**src/rtl/puf_pkg.sv**
```systemverilog
// Shared definitions for the ring-oscillator PUF evaluation controller.
// Holds the FSM state encoding and the default parameter values.
// Pure definitions: no latency, no backpressure.
package puf_pkg;

  typedef enum logic [2:0] {
    S_IDLE    = 3'd0,
    S_SETTLE  = 3'd1,
    S_COUNT   = 3'd2,
    S_COMPARE = 3'd3,
    S_DONE    = 3'd4
  } puf_state_t;

  localparam int unsigned PUF_N_RO   = 32;
  localparam int unsigned PUF_N_BITS = 8;
  localparam int unsigned PUF_SETTLE = 16;
  localparam int unsigned PUF_WINDOW = 1024;
  localparam int unsigned PUF_CNT_W  = 16;

  function automatic int unsigned puf_max(input int unsigned a, input int unsigned b);
    return (a > b) ? a : b;
  endfunction

endpackage

```
**src/rtl/puf_edge_sync.sv**
```systemverilog
// 2-flop synchronizer plus rising-edge detector for one raw oscillator output.
// Latency: an input rise shows up on o_rise after 2 edges, so it lands in a counter on the 3rd.
// No backpressure: o_rise is a single-cycle pulse that is simply dropped if unused.
//
// Ports:
//   clk, rst_n : clock and asynchronous active-low reset
//   i_ro       : raw oscillator output, asynchronous to clk
//   o_rise     : one-cycle pulse per synchronized rising edge
module puf_edge_sync (
  input  logic clk,
  input  logic rst_n,
  input  logic i_ro,
  output logic o_rise
);

  logic r_sync1;
  logic r_sync2;
  logic r_prev;

  always_ff @(posedge clk or negedge rst_n) begin
    if (!rst_n) begin
      r_sync1 <= 1'b0;
      r_sync2 <= 1'b0;
      r_prev  <= 1'b0;
    end else begin
      r_sync1 <= i_ro;
      r_sync2 <= r_sync1;
      r_prev  <= r_sync2;
    end
  end

  assign o_rise = r_sync2 & ~r_prev;

endmodule

```
**src/rtl/puf_eval_ctrl.sv**
```systemverilog
// RO-PUF evaluation controller: per response bit, settle, count two oscillators, compare.
// Latency: done pulses N_BITS*(SETTLE+WINDOW+1)+1 cycles after the start-accepting edge (cycle 1 = first cycle after it).
// Backpressure: none; start is only sampled in IDLE and ignored otherwise.
//
// Ports:
//   clk, rst_n       : clock and asynchronous active-low reset
//   start, challenge : evaluation request and base oscillator index (latched on accept)
//   ro_a, ro_b       : raw outputs of the selected oscillators (asynchronous)
//   ro_en, sel_a/b   : oscillator enable and selects
//   busy, done       : not-IDLE flag and one-cycle completion pulse
//   valid, response  : completed response word, held until the next accepted start
module puf_eval_ctrl
  import puf_pkg::*;
#(
  parameter int unsigned N_RO   = PUF_N_RO,
  parameter int unsigned N_BITS = PUF_N_BITS,
  parameter int unsigned SETTLE = PUF_SETTLE,
  parameter int unsigned WINDOW = PUF_WINDOW,
  parameter int unsigned CNT_W  = PUF_CNT_W
) (
  input  logic                    clk,
  input  logic                    rst_n,
  input  logic                    start,
  input  logic [$clog2(N_RO)-1:0] challenge,
  input  logic                    ro_a,
  input  logic                    ro_b,
  output logic                    ro_en,
  output logic [$clog2(N_RO)-1:0] sel_a,
  output logic [$clog2(N_RO)-1:0] sel_b,
  output logic                    busy,
  output logic                    done,
  output logic                    valid,
  output logic [N_BITS-1:0]       response
);

  localparam int unsigned SEL_W   = $clog2(N_RO);
  localparam int unsigned IDX_W   = (N_BITS > 1) ? $clog2(N_BITS) : 1;
  // One shared phase timer covers both the settle and the count window.
  localparam int unsigned TMR_MAX = puf_max(SETTLE, WINDOW);
  localparam int unsigned TMR_W   = (TMR_MAX > 1) ? $clog2(TMR_MAX) : 1;

  localparam logic [TMR_W-1:0] SETTLE_LAST = TMR_W'(SETTLE - 1);
  localparam logic [TMR_W-1:0] WINDOW_LAST = TMR_W'(WINDOW - 1);
  localparam logic [IDX_W-1:0] IDX_LAST    = IDX_W'(N_BITS - 1);
  localparam logic [SEL_W-1:0] HALF        = SEL_W'(N_RO / 2);
  localparam logic [CNT_W-1:0] CNT_MAX     = {CNT_W{1'b1}};

  puf_state_t         r_state;
  puf_state_t         w_next;
  logic [TMR_W-1:0]   r_tmr;
  logic [IDX_W-1:0]   r_idx;
  logic [SEL_W-1:0]   r_base;
  logic [CNT_W-1:0]   r_cnt_a;
  logic [CNT_W-1:0]   r_cnt_b;
  logic               r_valid;
  logic [N_BITS-1:0]  r_resp;

  logic               w_rise_a;
  logic               w_rise_b;
  logic               w_ro_en;
  logic               w_busy;
  logic               w_done;
  logic [SEL_W-1:0]   w_sel_a;
  logic [SEL_W-1:0]   w_sel_b;

  puf_edge_sync u_sync_a (
    .clk    (clk),
    .rst_n  (rst_n),
    .i_ro   (ro_a),
    .o_rise (w_rise_a)
  );

  puf_edge_sync u_sync_b (
    .clk    (clk),
    .rst_n  (rst_n),
    .i_ro   (ro_b),
    .o_rise (w_rise_b)
  );

  always_ff @(posedge clk or negedge rst_n) begin
    if (!rst_n) begin
      r_state <= S_IDLE;
    end else begin
      r_state <= w_next;
    end
  end

  always_comb begin
    w_next  = r_state;
    w_ro_en = 1'b0;
    w_busy  = 1'b1;
    w_done  = 1'b0;
    case (r_state)
      S_IDLE: begin
        w_busy = 1'b0;
        if (start) w_next = S_SETTLE;
      end
      S_SETTLE: begin
        w_ro_en = 1'b1;
        if (r_tmr == SETTLE_LAST) w_next = S_COUNT;
      end
      S_COUNT: begin
        w_ro_en = 1'b1;
        if (r_tmr == WINDOW_LAST) w_next = S_COMPARE;
      end
      S_COMPARE: begin
        w_ro_en = 1'b1;
        w_next  = (r_idx == IDX_LAST) ? S_DONE : S_SETTLE;
      end
      S_DONE: begin
        w_done = 1'b1;
        w_next = S_IDLE;
      end
      default: begin
        w_busy = 1'b0;
        w_next = S_IDLE;
      end
    endcase
  end

  // Selects are parked at 0 whenever the oscillators are disabled; N_RO is a
  // power of two, so the SEL_W-bit truncation is the modulo wrap.
  assign w_sel_a = w_ro_en ? (r_base + SEL_W'(r_idx))        : '0;
  assign w_sel_b = w_ro_en ? (r_base + SEL_W'(r_idx) + HALF) : '0;

  always_ff @(posedge clk or negedge rst_n) begin
    if (!rst_n) begin
      r_tmr   <= '0;
      r_idx   <= '0;
      r_base  <= '0;
      r_cnt_a <= '0;
      r_cnt_b <= '0;
      r_valid <= 1'b0;
      r_resp  <= '0;
    end else begin
      case (r_state)
        S_IDLE: begin
          if (start) begin
            r_base  <= challenge;
            r_idx   <= '0;
            r_tmr   <= '0;
            r_valid <= 1'b0;
            r_resp  <= '0;
          end
        end
        S_SETTLE: begin
          r_cnt_a <= '0;
          r_cnt_b <= '0;
          r_tmr   <= (r_tmr == SETTLE_LAST) ? '0 : r_tmr + TMR_W'(1);
        end
        S_COUNT: begin
          r_tmr <= (r_tmr == WINDOW_LAST) ? '0 : r_tmr + TMR_W'(1);
          // Saturate rather than wrap so a fast oscillator can never lose the compare.
          if (w_rise_a && (r_cnt_a != CNT_MAX)) r_cnt_a <= r_cnt_a + CNT_W'(1);
          if (w_rise_b && (r_cnt_b != CNT_MAX)) r_cnt_b <= r_cnt_b + CNT_W'(1);
        end
        S_COMPARE: begin
          // Strict greater-than: a tie resolves to 0.
          r_resp[r_idx] <= (r_cnt_a > r_cnt_b);
          r_cnt_a       <= '0;
          r_cnt_b       <= '0;
          r_tmr         <= '0;
          // valid rises together with the last bit so it is already set in DONE.
          if (r_idx == IDX_LAST) r_valid <= 1'b1;
          else                   r_idx   <= r_idx + IDX_W'(1);
        end
        default: begin
        end
      endcase
    end
  end

  assign ro_en    = w_ro_en;
  assign sel_a    = w_sel_a;
  assign sel_b    = w_sel_b;
  assign busy     = w_busy;
  assign done     = w_done;
  assign valid    = r_valid;
  assign response = r_resp;

endmodule

```
**config.mk**
```make
export PLATFORM = sky130hd
export DESIGN_NAME = puf_eval_ctrl
export DESIGN_NICKNAME = d
export VERILOG_FILES = /design/src/rtl/puf_pkg.sv /design/src/rtl/puf_edge_sync.sv /design/src/rtl/puf_eval_ctrl.sv
export SDC_FILE = /design/constraint.sdc
export NUM_CORES = 1
export LEC_CHECK = 0
export CAP_MARGIN = 20
export CORE_MARGIN = 2
export CORE_UTILIZATION = 53
export DETAILED_ROUTE_END_ITERATION = 7
export GPL_ROUTABILITY_DRIVEN = 0
export PLACE_DENSITY = 0.86
export SLEW_MARGIN = 30
export SYNTH_ARGS = -nofsm -noshare
export SYNTH_HDL_FRONTEND = slang
export SYNTH_HIERARCHICAL = 1
export SYNTH_SLANG_ARGS = --single-unit
```
**constraint.sdc**
```tcl
create_clock -name clk -period 2.09 [get_ports clk]
set_input_delay 0.418 -clock clk [delete_from_list [all_inputs] [get_ports clk]]
set_output_delay 0.418 -clock clk [all_outputs]
set_load 0.02 [all_outputs]
```
==> impl_metrics.ini, run 1 <==
[floorplanning]
core_area_um2 = 7250
die_area_um2 = 8200
rows = 31
dieHeight_um = 90.6
ioPinCount = 32
initial_utilization = 0.547
die_x_um = 90.6

[sta]
slew-limit-headroom = 0.581
max_slew.worst_pin.slew_ps = 627
finalSetupViolCount = 8
fin_skew_ps = 5.66
hold_viol = 0
fin_ws_ps = -281
rsz0062_at_grt = true
clock.fmax_mhz = 422
slew_viol_final = 0
finalCritPeriodShare = 1.13
min_period_ps = 2370

[critical_path]
worstPathArrival_ps = 1950
slowest_delay_ps = 390
cp.depth = 7
cpMaxStageDelayCell = dfrtp_1
worstPathRequired_ps = 1670
critPathTopFamily = flip-flops
worstSetupPathType = flip-flop to primary output
cp-start-kind = flip-flop
crit_path_end_kind = primary output
crit_start = r_idx[1]$_DFFE_PN0P_
r2r-start = r_state[2]$_DFFE_PN0P_
cp_cell_sequence = buf_4 -> fa_2 -> a21o_1 -> nand2_1 -> xor2_1 -> and2_1 -> buf_6
rr_worst_depth = 6
crit_buf_inv = 2
worstPathMaxFanout = 2

[logic_synthesis]
avgSynthCellArea_um2 = 9.59
synth.net_count = 449
syn_area_um2 = 3970
synthXorXnorAreaFrac = 0.0419
synth_edf_count = 0
ys_seq_area_frac = 0.429
synth_seq_cells = 68
synth_compound_area_frac = 0.132
ys.flop_type = dfrtp_1
synth_top_family_by_area = simple AND/OR/NAND/NOR gates
synth_cell_types = 58
muxShareOfSynthArea = 0.0350
async_reset_ff_frac = 1.00
yosys.area_share.simple = 0.241
yosysWarnings = 6
postSynthCellCount = 414
synth_adder_area_share = 0.0807

[placement]
hpwl_mm = 6.27
portBuffers = 31
dpl_cell_area_um2 = 4550

[cells_and_area]
drive_gt1_frac = 0.182
stdcell_area_um2 = 4830
antenna_cells = 0
layout.nets = 509
area_delta_synth_final_pct = 21.7

[clock_tree]
htree_levels = 3
clkSlewWorstSetupHoldPaths_ps = 80
cts.sinks = 68
clock_latency_ps = 360
cts_buffers = 9
ctsHoldBuffers = 0
clk_path_buf_depth = 2
cts_tree = yes
root_buffer = clkbuf_8

[pwr]
vdd.ir_drop.worst_uv = 549
combPwrFrac = 0.023
switchingPower_w = 0.000558
p_clk_frac = 0.443
power.density_nw_per_um2 = 514
p_total_w = 0.00248
p_leak_nw = 2.17
power.internal_w = 0.00193
swShare = 0.225
seqPwrFrac = 0.535

[detailed_routing]
drc = 0
wl_per_cell_um = 15.3
ant_nets = 0
num_vias = 3396
post_drt_via_cell_ratio = 5.88
first_pass_iters = 5
wl_mm = 8.85
dr.first_iter.drc_count = 188

[job]
maxCapViolCount = 0

[global_route]
grt_pass1_vias = 3386
grtUsageTotal = 0.232
grt_overflow = 0
grt_pass1_wl_mm = 15.4
antenna_found_initial = 0
grt_max_degree = 69

[run_status]
violations = setup timing
run_status = finished with violations

[hold_path]
hold_class = input pin to async pin
[power by group through the flow]
stage	clock (W)	combinational [W]	sequential, W
2_1_floorplan	0	0.00000904	0.00135
3_3_place_gp	0	0.0000562	0.00135
3_5_place_dp	0	0.0000584	0.00135
4_1_cts	0.00112	0.0000584	0.00133
5_1_grt	0.00118	0.0000655	0.00133
6_report	0.00110	0.0000562	0.00133
[flip-flops by register name, indices dropped and copies added (netlist names), 3 cells and up]
name      flops
r_state       3
r_cnt_b      16
response      8
r_idx         3
r_base        5
r_cnt_a      16
r_tmr        10
[per-layer routing]
layer  vias to the layer above  share of wire  global-route usage
met2                        94           0.51               0.392
met5                         -              0                   0
met3                        17          0.039              0.0676
li1                       1616              -                   -
met1                      1669           0.43               0.283
met4                         0          0.017              0.0795
[placed cells by master, fill, tap and decap left out, types with 4 or more instances in the layout]
cell,count
nor2_1,47
a32o_1,6
xnor2_1,10
inv_1,20
dfrtp_1,68
buf_6,8
a211oi_1,4
clkdlybuf4s50_1,17
and2_1,6
a21oi_1,15
nand2b_1,4
and3_1,7
mux2i_1,6
a22o_1,6
buf_4,32
or3_1,4
a21o_1,7
clkbuf_8,10
nand3_1,18
nand2_1,35
and4_1,6
nor2b_1,6
nand4_1,15
o21ai_0,11
ha_1,22
nor3_1,8
xor2_1,8
mux2_2,7
[metrics by stage]
stage	TNS, ps	worst slack [ps]	instances	util	hold WS, ps
final	-1160	-281	578	0.666	75.7
after global routing	-1870	-405	578	0.666	102
after CTS	-1200	-294	577	0.663	84.0
after detailed placement	-2280	-453	558	0.628	336
after global placement	-2050	-433	558	0.628	333
after floorplan	0	18.8	414	-	122
[cell families (layout without fill, tap and decap cells)]
logic type                 count (synthesis)  in the layout
xor gates and xnor gates                  19             19
buffers and inverters                     36            101
AOI/OAI and AO/OA                         72             72
adders and majority gates                 25             25
and+or+nand+nor                          181            181
muxes                                     13             13
DFF                                       68             68
[timing repair]
| item | CTS | global route |
|---|---|---|
| setup endpoints to repair | 14 | 22 |
| cloned | 0 | 0 |
| setup buffers | 3 | 1 |
| pin swaps | 5 | 2 |
| resized for setup | 64 | 7 |
[cell usage after synthesis (7+ instances only)]
master | n | area, um2
dfrtp_1 | 68 | 1700
nor2_1 | 49 | 184
nand2_1 | 36 | 135
ha_1 | 24 | 300
inv_1 | 21 | 78.8
nand3_1 | 18 | 90.1
a21oi_1 | 16 | 80.1
nand4_1 | 15 | 93.8
o21ai_0 | 11 | 55.1
xnor2_1 | 11 | 96.3
nor3_1 | 9 | 45.0
and2_1 | 8 | 50.1
xor2_1 | 8 | 70.1
a21o_1 | 7 | 52.6
and3_1 | 7 | 43.8
clkbuf_1 | 7 | 26.3
mux2_2 | 7 | 78.8
[cell type report]
| class | count | area, um2 |
|---|---|---|
| multi-input combinational | 310 | 2160 |
| clock inverter | 6 | 63.8 |
| inverter | 21 | 78.8 |
| sequential | 68 | 1700 |
| tap | 99 | 124 |
| fill | 562 | 2420 |
| clock buffer | 10 | 138 |
| timing repair buffer | 64 | 562 |
[path summary, 6_finish.rpt]
kind / endpoint / slack [ps]
setup reg to reg: r_cnt_b[15]$_DFFE_PN0P_ / 90
min in group clk: u_sync_b/r_sync2$_DFF_PN0_ / 350
hold / removal: r_cnt_a[7]$_DFFE_PN0P_ / 80
hold reg to reg: u_sync_b/r_sync2$_DFF_PN0_ / 350
setup / recovery: sel_b[4] / -280
max in group asynchronous: u_sync_b/r_sync2$_DFF_PN0_ / 1730
Note: power is estimated with default switching activity, not from simulation.
==> run 2: changes to the inputs <==
--- a/config.mk
+++ b/config.mk
@@ -11,6 +11,7 @@
 export DETAILED_ROUTE_END_ITERATION = 7
 export GPL_ROUTABILITY_DRIVEN = 0
 export PLACE_DENSITY = 0.86
+export SETUP_SLACK_MARGIN = 0.4
 export SLEW_MARGIN = 30
 export SYNTH_ARGS = -nofsm -noshare
 export SYNTH_HDL_FRONTEND = slang
==> impl_metrics.ini, run 2 (same netlist as run 1, synthesis figures left out) <==
[sta]
min_period_ps = 2540
finalCritPeriodShare = 1.22
fin_ws_ps = -453
fin_hold_ws_ps = 37.4
clock.fmax_mhz = 393
slew_viol_final = 0
slew-limit-headroom = 0.636
finalSetupViolCount = 8
max_slew.worst_pin.slew_ps = 543
fin_skew_ps = 9.44
hold_viol = 0
rsz0062_at_grt = true

[pwr]
combPwrFrac = 0.025
p_leak_nw = 2.76
switchingPower_w = 0.000607
seqPwrFrac = 0.524
swShare = 0.239
vdd.ir_drop.worst_uv = 448
power.density_nw_per_um2 = 407
power.internal_w = 0.00193
p_clk_frac = 0.451

[clock_tree]
cts.sinks = 68
clk_path_buf_depth = 2
clock_latency_ps = 370
cts_buffers = 9
ctsHoldBuffers = 0
root_buffer = clkbuf_8
clkSlewWorstSetupHoldPaths_ps = 80
htree_levels = 3
cts_tree = yes

[run_status]
violations = setup timing
run_status = finished with violations

[critical_path]
worstPathArrival_ps = 2120
crit_path_end_kind = primary output
r2r_slack_ps = 30
worstSetupPathType = flip-flop to primary output
worstPathMaxFanout = 2
regToRegEndpoint = response[2]$_DFFE_PN0P_
worstPathRequired_ps = 1670
r2r-start = r_cnt_b[14]$_DFFE_PN0P_
rr_worst_depth = 8
cp-start-kind = flip-flop

[cells_and_area]
area_delta_synth_final_pct = 56.9
utilization = 0.859
layout.nets = 581
reg_top3 = r_cnt_a x16, r_cnt_b x16, r_tmr x10
final_cell_mix = buf_4 (68), dfrtp_1 (59), buf_6 (45)
antenna_cells = 0
stdcell_area_um2 = 6230
drive_gt1_frac = 0.479
layout_commonest_cell = buf_4
nFillCells = 348

[global_route]
grt_pass1_wl_mm = 18.8
antenna_found_initial = 0
grt_pass1_vias = 3952
grt_overflow = 0
grt_max_degree = 69
grtUsageTotal = 0.285

[placement]
portBuffers = 31
dpl_cell_area_um2 = 4620
hpwl_mm = 6.53

[detailed_routing]
wl_per_cell_um = 23.5
drc = 0
wl_mm = 15.3
ant_nets = 0
num_vias = 4245
first_pass_iters = 5
dr.first_iter.drc_count = 393
post_drt_via_cell_ratio = 6.53

[floorplanning]
die_area_um2 = 8200
ioPinCount = 32
die_x_um = 90.6
core_area_um2 = 7250
initial_utilization = 0.547
rows = 31
dieHeight_um = 90.6

[hold_path]
hold_class = input pin to async pin

[job]
maxCapViolCount = 0
-- run 2: changes by cell type in the layout (fill, tap and decap cells not counted), sizes merged --
cell           delta
buf              +75
clkdlybuf4s50     -9
dlygate4sd2       +6
-- run 2: final cells by class --
cell class / instances / area [um2] / area share
clock buffers: 10 / 138 / 0.0221
clock inverters: 6 / 63.8 / 0.0102
inverters: 21 / 81.3 / 0.0131
multi-input cells: 310 / 2840 / 0.455
flip-flops and latches: 68 / 1710 / 0.275
well taps: 99 / 124 / 0.0199
repair buffers: 136 / 1270 / 0.204
-- run 2: worst max-delay path: stages, from the launching register on --
cell	delay (ps)
dfrtp_1	440
ha_4	200
fa_2	350
a21o_1	190
nand2_2	100
xor2_2	180
and2_4	190
buf_6	110
-- run 2: power by group through the flow --
stage	Combinational, W	Clock (W)	Sequential [W]
floorplan	0.00000902	0	0.00135
global placement	0.0000562	0	0.00135
detailed placement	0.0000583	0	0.00135
CTS	0.0000584	0.00114	0.00133
global route	0.0000707	0.00121	0.00133
finish	0.0000626	0.00114	0.00133
-- run 2: worst max path at each step --
stage                                from       end
floorplan            r_idx[0]$_DFFE_PN0P_  sel_a[4]
global placement     r_idx[0]$_DFFE_PN0P_  sel_b[4]
detailed placement   r_idx[0]$_DFFE_PN0P_  sel_b[4]
CTS                 r_base[0]$_DFFE_PN0P_  sel_b[4]
global route        r_base[0]$_DFFE_PN0P_  sel_b[4]
finish              r_base[0]$_DFFE_PN0P_  sel_b[4]
-- run 2: per-stage QoR --
step	worst slack [ps]	total power (W)	TNS, ps	instances
5_1_grt	-514	0.00261	-2800	650
2_1_floorplan	144	0.00136	0	414
4_1_cts	-352	0.00252	-1760	605
3_3_place_gp	-375	0.00141	-1630	556
6_report	-453	0.00253	-2360	650
3_5_place_dp	-441	0.00141	-2130	556
-- run 2: timing repair --
action | CTS | global route
pin swaps | 48 | 65
endpoints found under the setup margin | 54 | 59
gates resized for setup | 161 | 102
setup buffers | 33 | 45
-- run 2: per-layer routing --
layer,track usage,wire (um),up-vias
met5,0,0,-
met2,0.517,7920,285
met1,0.321,5230,2091
met3,0.0609,1020,112
li1,-,-,1757
met4,0.124,1140,0
==> run 3: changes to the inputs <==
--- a/config.mk
+++ b/config.mk
@@ -12,7 +12,7 @@
 export GPL_ROUTABILITY_DRIVEN = 0
 export PLACE_DENSITY = 0.86
 export SETUP_SLACK_MARGIN = 0.4
-export SLEW_MARGIN = 30
+export SLEW_MARGIN = 0
 export SYNTH_ARGS = -nofsm -noshare
 export SYNTH_HDL_FRONTEND = slang
 export SYNTH_HIERARCHICAL = 1
==> results of run 3 <==
Final layout, timing and power as in run 2 (identical DEF).
